[src/rtl/reset_entry_seq.sv]
// Reset/clock-gate sequencer for one gated sub-domain.
// Handles power-down entry (drain, reset, gate) and wake (ungate, release) with a req/ack handshake.
module reset_entry_seq #(
   parameter int GATE_DLY     = 4,
   parameter int RST_HOLD     = 8,
   parameter int IDLE_TIMEOUT = 16
) (
   input  logic clk,
   input  logic reset_n,
   input  logic pd_req_i,
   input  logic idle_i,
   output logic domain_rst_o,
   output logic clk_en_o,
   output logic pd_ack_o,
   output logic timeout_o
);

   localparam int MAX_AB  = (GATE_DLY > RST_HOLD) ? GATE_DLY : RST_HOLD;
   localparam int MAX_DLY = (MAX_AB > IDLE_TIMEOUT) ? MAX_AB : IDLE_TIMEOUT;
   localparam int CW      = $clog2(MAX_DLY) + 1;

   localparam logic [CW-1:0] GATE_LAST = CW'(GATE_DLY - 1);
   localparam logic [CW-1:0] HOLD_LAST = CW'(RST_HOLD - 1);
   localparam logic [CW-1:0] IDLE_LAST = CW'(IDLE_TIMEOUT - 1);

   typedef enum logic [2:0] {
      S_HELD   = 3'd0,
      S_WAKE   = 3'd1,
      S_RUN    = 3'd2,
      S_DRAIN  = 3'd3,
      S_ASSERT = 3'd4,
      S_GATE   = 3'd5
   } state_t;

   state_t          r_state;
   state_t          w_state_next;
   logic [CW-1:0]   r_cnt;
   logic [CW-1:0]   w_cnt_next;
   logic            r_timeout;
   logic            w_timeout_next;

   always_ff @(posedge clk or negedge reset_n) begin
      if (!reset_n) begin
         r_state   <= S_HELD;
         r_cnt     <= '0;
         r_timeout <= 1'b0;
      end else begin
         r_state   <= w_state_next;
         r_cnt     <= w_cnt_next;
         r_timeout <= w_timeout_next;
      end
   end

   always_comb begin
      w_state_next   = r_state;
      w_timeout_next = r_timeout;
      case (r_state)
         S_HELD: begin
            if (!pd_req_i) w_state_next = S_WAKE;
         end
         S_WAKE: begin
            if (r_cnt == GATE_LAST) w_state_next = S_RUN;
         end
         S_RUN: begin
            if (pd_req_i) begin
               w_state_next   = S_DRAIN;
               w_timeout_next = 1'b0;
            end
         end
         S_DRAIN: begin
            // Abort beats idle, idle beats timeout.
            if (!pd_req_i) begin
               w_state_next = S_RUN;
            end else if (idle_i) begin
               w_state_next = S_ASSERT;
            end else if (r_cnt == IDLE_LAST) begin
               w_state_next   = S_ASSERT;
               w_timeout_next = 1'b1;
            end
         end
         S_ASSERT: begin
            if (r_cnt == HOLD_LAST) w_state_next = S_GATE;
         end
         S_GATE: begin
            if (r_cnt == GATE_LAST) w_state_next = S_HELD;
         end
         default: w_state_next = S_HELD;
      endcase

      // Counter restarts on every state change and saturates instead of wrapping.
      if (w_state_next != r_state) begin
         w_cnt_next = '0;
      end else if (r_cnt != {CW{1'b1}}) begin
         w_cnt_next = r_cnt + 1'b1;
      end else begin
         w_cnt_next = r_cnt;
      end
   end

   always_comb begin
      domain_rst_o = 1'b1;
      clk_en_o     = 1'b0;
      pd_ack_o     = 1'b1;
      case (r_state)
         S_HELD: begin
            domain_rst_o = 1'b1; clk_en_o = 1'b0; pd_ack_o = 1'b1;
         end
         S_WAKE: begin
            domain_rst_o = 1'b1; clk_en_o = 1'b1; pd_ack_o = 1'b1;
         end
         S_RUN, S_DRAIN: begin
            domain_rst_o = 1'b0; clk_en_o = 1'b1; pd_ack_o = 1'b0;
         end
         S_ASSERT: begin
            domain_rst_o = 1'b1; clk_en_o = 1'b1; pd_ack_o = 1'b0;
         end
         S_GATE: begin
            domain_rst_o = 1'b1; clk_en_o = 1'b0; pd_ack_o = 1'b0;
         end
         default: begin
            domain_rst_o = 1'b1; clk_en_o = 1'b0; pd_ack_o = 1'b1;
         end
      endcase
   end

   assign timeout_o = r_timeout;

endmodule

[config.mk]
export PLATFORM = sky130hd
export DESIGN_NAME = reset_entry_seq
export DESIGN_NICKNAME = d
export VERILOG_FILES = /design/src/rtl/reset_entry_seq.sv
export SDC_FILE = /design/constraint.sdc
export NUM_CORES = 1
export LEC_CHECK = 0
export CAP_MARGIN = 25
export CORE_UTILIZATION = 40
export DETAILED_ROUTE_END_ITERATION = 8
export SLEW_MARGIN = 25
export SYNTH_ARGS = -nofsm -noshare
export SYNTH_HDL_FRONTEND = slang
export SYNTH_SLANG_ARGS = --single-unit
[constraint.sdc]
create_clock -name clk -period 3.4 [get_ports clk]
set_input_delay 0.68 -clock clk [delete_from_list [all_inputs] [get_ports clk]]
set_output_delay 0.68 -clock clk [all_outputs]
set_load 0.01 [all_outputs]
=== Word level (Yosys, flattened, before mapping) ===
Index checks and enable logic that the tools add are counted.

* Add/subtract/negate cells: 1
* Eq/ne operators: 14
* Multiplexer cells: 19
* Reduce and logical (&&, ||, !) cells: 7

{| class="wikitable"
|+ Operators by type and width
! operator !! number
|-
| $mux 3 || 8
|-
| $pmux 3 s6 || 1
|-
| $mux 5 || 2
|-
| $ne 2x2->1 const B || 4
|-
| $reduce_or 4->1 || 2
|-
| $mux 1 || 7
|-
| $eq 3x2->1 const B || 2
|-
| $eq 3x3->1 const B || 2
|-
| $add 5x1->5 const B || 1
|-
| $eq 5x2->1 const B || 1
|-
| $eq 5x3->1 const B || 1
|-
| $eq 5x4->1 const B || 1
|-
| $ne 5x5->1 const B || 1
|-
| $reduce_and 5->1 || 1
|-
| $reduce_bool 2->1 || 2
|-
| $eq 3x1->1 const B || 1
|-
| $logic_not 3->1 || 1
|-
| $ne 3x3->1 || 1
|-
| $pmux 1 s2 || 1
|-
| $reduce_or 2->1 || 1
|}

* Register bits: 9
* Output and inout bits: 4

=== Logic depth before layout (Yosys ltp) ===
* Depth after elaboration: 7
* Depth in mapped cells: 7

=== Worst setup path after synthesis ===
OpenSTA, ideal clock, no wires.

* Path kind: register to register
* Start point: register r_cnt[0]
* End point: register r_cnt[0]
* Arrival time: 1.689 ns
* Required time: 3.314 ns
* Slack: 1.625 ns
* Cell stages (with the launch flop): 7
* Cells stage by stage: dfrtp_1 ha_1 and3_1 ha_1 o41ai_4 o32ai_2 nor3_1

* Longest elaborated chain between the ends: 7

{| class="wikitable"
|+ Ends and longest elaborated chain
! item !! RTL line !! RTL
|-
| from (decl) || 37 || <nowiki>logic [CW-1:0] r_cnt;</nowiki>
|-
| from (signal assigned) || 49 || <nowiki>r_cnt <= w_cnt_next;</nowiki>
|-
| $eq 5x4->1 || 76 || <nowiki>end else if (r_cnt == IDLE_LAST) begin</nowiki>
|-
| $mux 3 || 76 ||
|-
| $mux 3 || 74 || <nowiki>end else if (idle_i) begin</nowiki>
|-
| $mux 3 || 72 || <nowiki>if (!pd_req_i) begin</nowiki>
|-
| $pmux 3 s6 || 57 || <nowiki>case (r_state)</nowiki>
|-
| $ne 3x3->1 || 91 || <nowiki>if (w_state_next != r_state) begin</nowiki>
|-
| $mux 5 / $reduce_bool 2->1 (equally long branches) || - ||
|}

Parallel ways exist; a longest one is shown, timed or not. The select of a mux whose other input is x is not followed.
A chain may end at the register's enable or synchronous reset.

=== Final worst setup path ===
* Start point: register r_state[2]
* End point: output port pd_ack_o

* Longest elaborated chain between the ends: 3

{| class="wikitable"
|+ Ends and longest elaborated chain
! item !! RTL line !! RTL
|-
| from (decl) || 35 || <nowiki>state_t r_state;</nowiki>
|-
| from (signal assigned) || 48 || <nowiki>r_state <= w_state_next;</nowiki>
|-
| $eq 3x3->1 / $eq 3x2->1 (equally long branches) || 104 || <nowiki>case (r_state)</nowiki>
|-
| $reduce_or 4->1 (no line) (*) || - ||
|-
| $mux 1 (*) || 104 ||
|-
| to (decl) || 14 || <nowiki>output logic pd_ack_o,</nowiki>
|}

Every way passes the cells marked *; elsewhere a longest branch is shown, timed or not.

==> results.md <==
- Main combinational cell family by area after synthesis: simple AND/OR/NAND/NOR gates
- Port Buffers: 7
- Clk sinks: 9
- Worst R2R Path Depth: 7
- Fin Setup TNS: 0 ns
- Overall Global Routing Usage: 15.1%
- Critical path launch point type: flop
- Max-slew violations: 0
- Synth Register Bits: 9
- I/O pin count: 8
- Sequential power share: 35.6%
- Peak Freq: 0.416 GHz
- Mux cell area share after synthesis: roughly 1.5%
- Switching power: 241 uW
- Slew @ Worst Pin: around 0.42 ns
- Synthesized instance count: 70
- Arrival time of the worst setup path: about 1.7 ns
- DPL Wire Length: between 900 and 1000 um
- R2R Setup Slk: between 1 and 1.5 ns
- Crit path cell chain: inv_1 > ha_1 > clkdlybuf4s50_1
- Adder-cell share of the synthesized area: 9.28%
- Hold_buf cts: 0
- Net Sw Frac: roughly 41%
- Hold path start: timeout_o$_DFFE_PN0P_
- Top post-synthesis cells by count: dfrtp_1, nor2_1, nor3_1
- Full die area: between 1500 and 2000 um^2
- Routed len/inst: 13.3 um
- DR vias/cell: 5.61
- Routed WL: 1240 um
- Synth cell types: 30
- Peak fanout along the critical path: 13
- Root buffer cell: clkbuf_4
- Drt drc: 0
- Worst-path clk slew: about 0.07 ns
- Vias in the first global route: between 400 and 500
- Sequential area share after synthesis: 33.4%
- DR vias: 522
- Crit. Startpoint: r_state[2]$_DFF_PN0_
- Lkg Pwr: 0.000318 uW
- Area grow syn2layout: 12.8%
- Worst Path Required: between 2 and 3 ns
- Routability cong.: between 0.7 and 0.8
- Hold endpoint: timeout_o$_DFFE_PN0P_
- Simple-Gate Fraction of Synth Area: approximately 27%
- Share of cells above drive strength 1: 13.0%
- H-tree depth: 1
- Top cell type's share of synthesized area: 33.4%
- Finished Layout Cells: 93
- Tcrit/Tclk final: 70.6%
- Die H: roughly 43 um
- RSZ-0062 raised after global routing: false
- Compound-Gate Fraction of Synth Area: 16.9%
- Most frequent cell after synthesis: dfrtp_1
- Slew Limit Headroom: 71.7%
- Post-synthesis net count: 79
- Top cells by area, synth: dfrtp_1, ha_1, nor3_1
- Final Skew: 0.0166 ns
- Synth Area in XOR/XNOR: 5.19%
- Ys flop type: dfrtp_1
- Initial antenna violation count: 0
- Row count: 14
- Worst reg2reg endpoint: r_cnt[0]$_DFFE_PN0P_
- Power per cell area: 766 nW/um^2
- Fin crit period: 2.40 ns
- EDFF count, synth: 0
- Tot Pwr: 583 uW
- Dpl cells: 89
- Clk_lat worst skew: 0.26 ns
- Wire length of the first global-routing pass: approximately 2000 um
- Pin count of the biggest net entering global routing: 14
- Nets: 87
- Yosys top cell by area: dfrtp_1
- Yosys warnings: 0
- Cts bufs inserted: 3
- Iter 0 DRT Violations: 11
- WHS Path Cells: 2
- DRT Pass-1 Iters: 4
- Die width: 43.1 um
- Core Area: 1540 um^2
- Post-CTS Setup Bufs: 0
- Internal: 341 uW
- Fillers: around 150
- PostCTS Resize Cnt: 0
- Status: finished, final reports clean
- Overflow after GRT: 0
- CTS tree: built
- Crit-path slowest cell: dfrtp_1
- Clock power frac: around 14%
- VDD IR max: 352 uV
- Max stage delay on crit path: between 0.5 and 0.6 ns
- Setup violators final: 0
- Starting Density: 43.8%
- CP endpoint kind: output pin
- Worst Path Class, Setup: flop to output pin
- DRT antenna net count: 0
- Synthesized area per cell: 9.63 um^2
- Hold Vio Cnt, Final: 0
- Worst Hold Class: flop to flop
- ANT cells: 0
- Post-synthesis cell area: a little under 700 um^2
- Logic gate share of total power: 50.2%
- Max_cap viols: 0
- Clk buf depth: 2
- Post-synth ARST share: between 90% and 100%
- Reg-to-Reg Start: r_cnt[0]$_DFFE_PN0P_
[registers in the layout (all words and copies together), names as in the netlist]
register	cells
r_state	3
r_cnt	5
timeout_o	1
[layout make-up]
cell class	count	area (um^2)	area share (%)
Timing Repair Buffer	7	70.1	9.21
Clock buffer	4	26.3	3.45
Multi-Input combinational cell	53	404	53.1
Sequential cell	9	225	29.6
Tap cell	16	20.0	2.63
Inverter	4	15.0	1.97
[worst max-delay path by stage]
stage / endpoint / cells after the start
floorplan: r_cnt[0]$_DFFE_PN0P_ / 6
CTS: pd_ack_o / 3
finish: pd_ack_o / 3
detailed placement: r_cnt[0]$_DFFE_PN0P_ / 5
global route: pd_ack_o / 3
global placement: r_cnt[0]$_DFFE_PN0P_ / 5
[metal layers]
| layer | up-vias | global-route usage [%] | wire length [um] |
|---|---|---|---|
| li1 | 268 | - | - |
| met1 | 249 | 19.9 | 651 |
| met2 | 5 | 21.5 | 561 |
| met3 | 0 | 7.66 | 26 |
| met4 | 0 | 4.85 | 0 |
| met5 | - | 0 | 0 |
[critical path: cells and delay by family (launching register included)]
kind	cells	cell delay (ns)
buffers and inverters	2	0.61
DFF	1	0.58
adders and majority gates	1	0.28
[stage by stage]
step / instance area [um^2] / utilization, % / setup WS [ns] / hold WS (ns)
2_1_floorplan: 674 / - / 1.63 / 0.384
3_3_place_gp: 734 / 47.6 / 1.23 / 0.492
3_5_place_dp: 734 / 47.6 / 1.22 / 0.497
4_1_cts: 761 / 49.4 / 0.974 / 0.514
5_1_grt: 761 / 49.4 / 0.889 / 0.561
6_report: 761 / 49.4 / 0.999 / 0.504
[logic make-up (layout without fill, tap and decap cells)]
| logic type | after synthesis | in the layout |
|---|---|---|
| compound gates | 13 | 13 |
| mux | 1 | 1 |
| flops | 9 | 9 |
| simple gates | 30 | 30 |
| fa+ha+maj | 5 | 5 |
| buf+inv | 8 | 15 |
| xor+xnor | 4 | 4 |
[power by group through the flow]
stage                     Combinational (uW)  Clock, uW  Sequential (uW)
after detailed placement                 293          0              207
after floorplan                          270          0              161
final                                    292       82.8              207
after global placement                   289          0              207
after global routing                     324       93.6              214
after CTS                                295       85.1              206
[cell usage in the layout, fill, tap and decap left out, types with 3 or more instances in the layout]
master           instances
nor3_1                   8
dfrtp_1                  9
ha_1                     5
a21oi_1                  6
nand2_1                  3
nor2_1                   8
clkbuf_4                 3
clkdlybuf4s50_1          7
inv_1                    4
No activity file was read; power rests on OpenSTA's default activity.
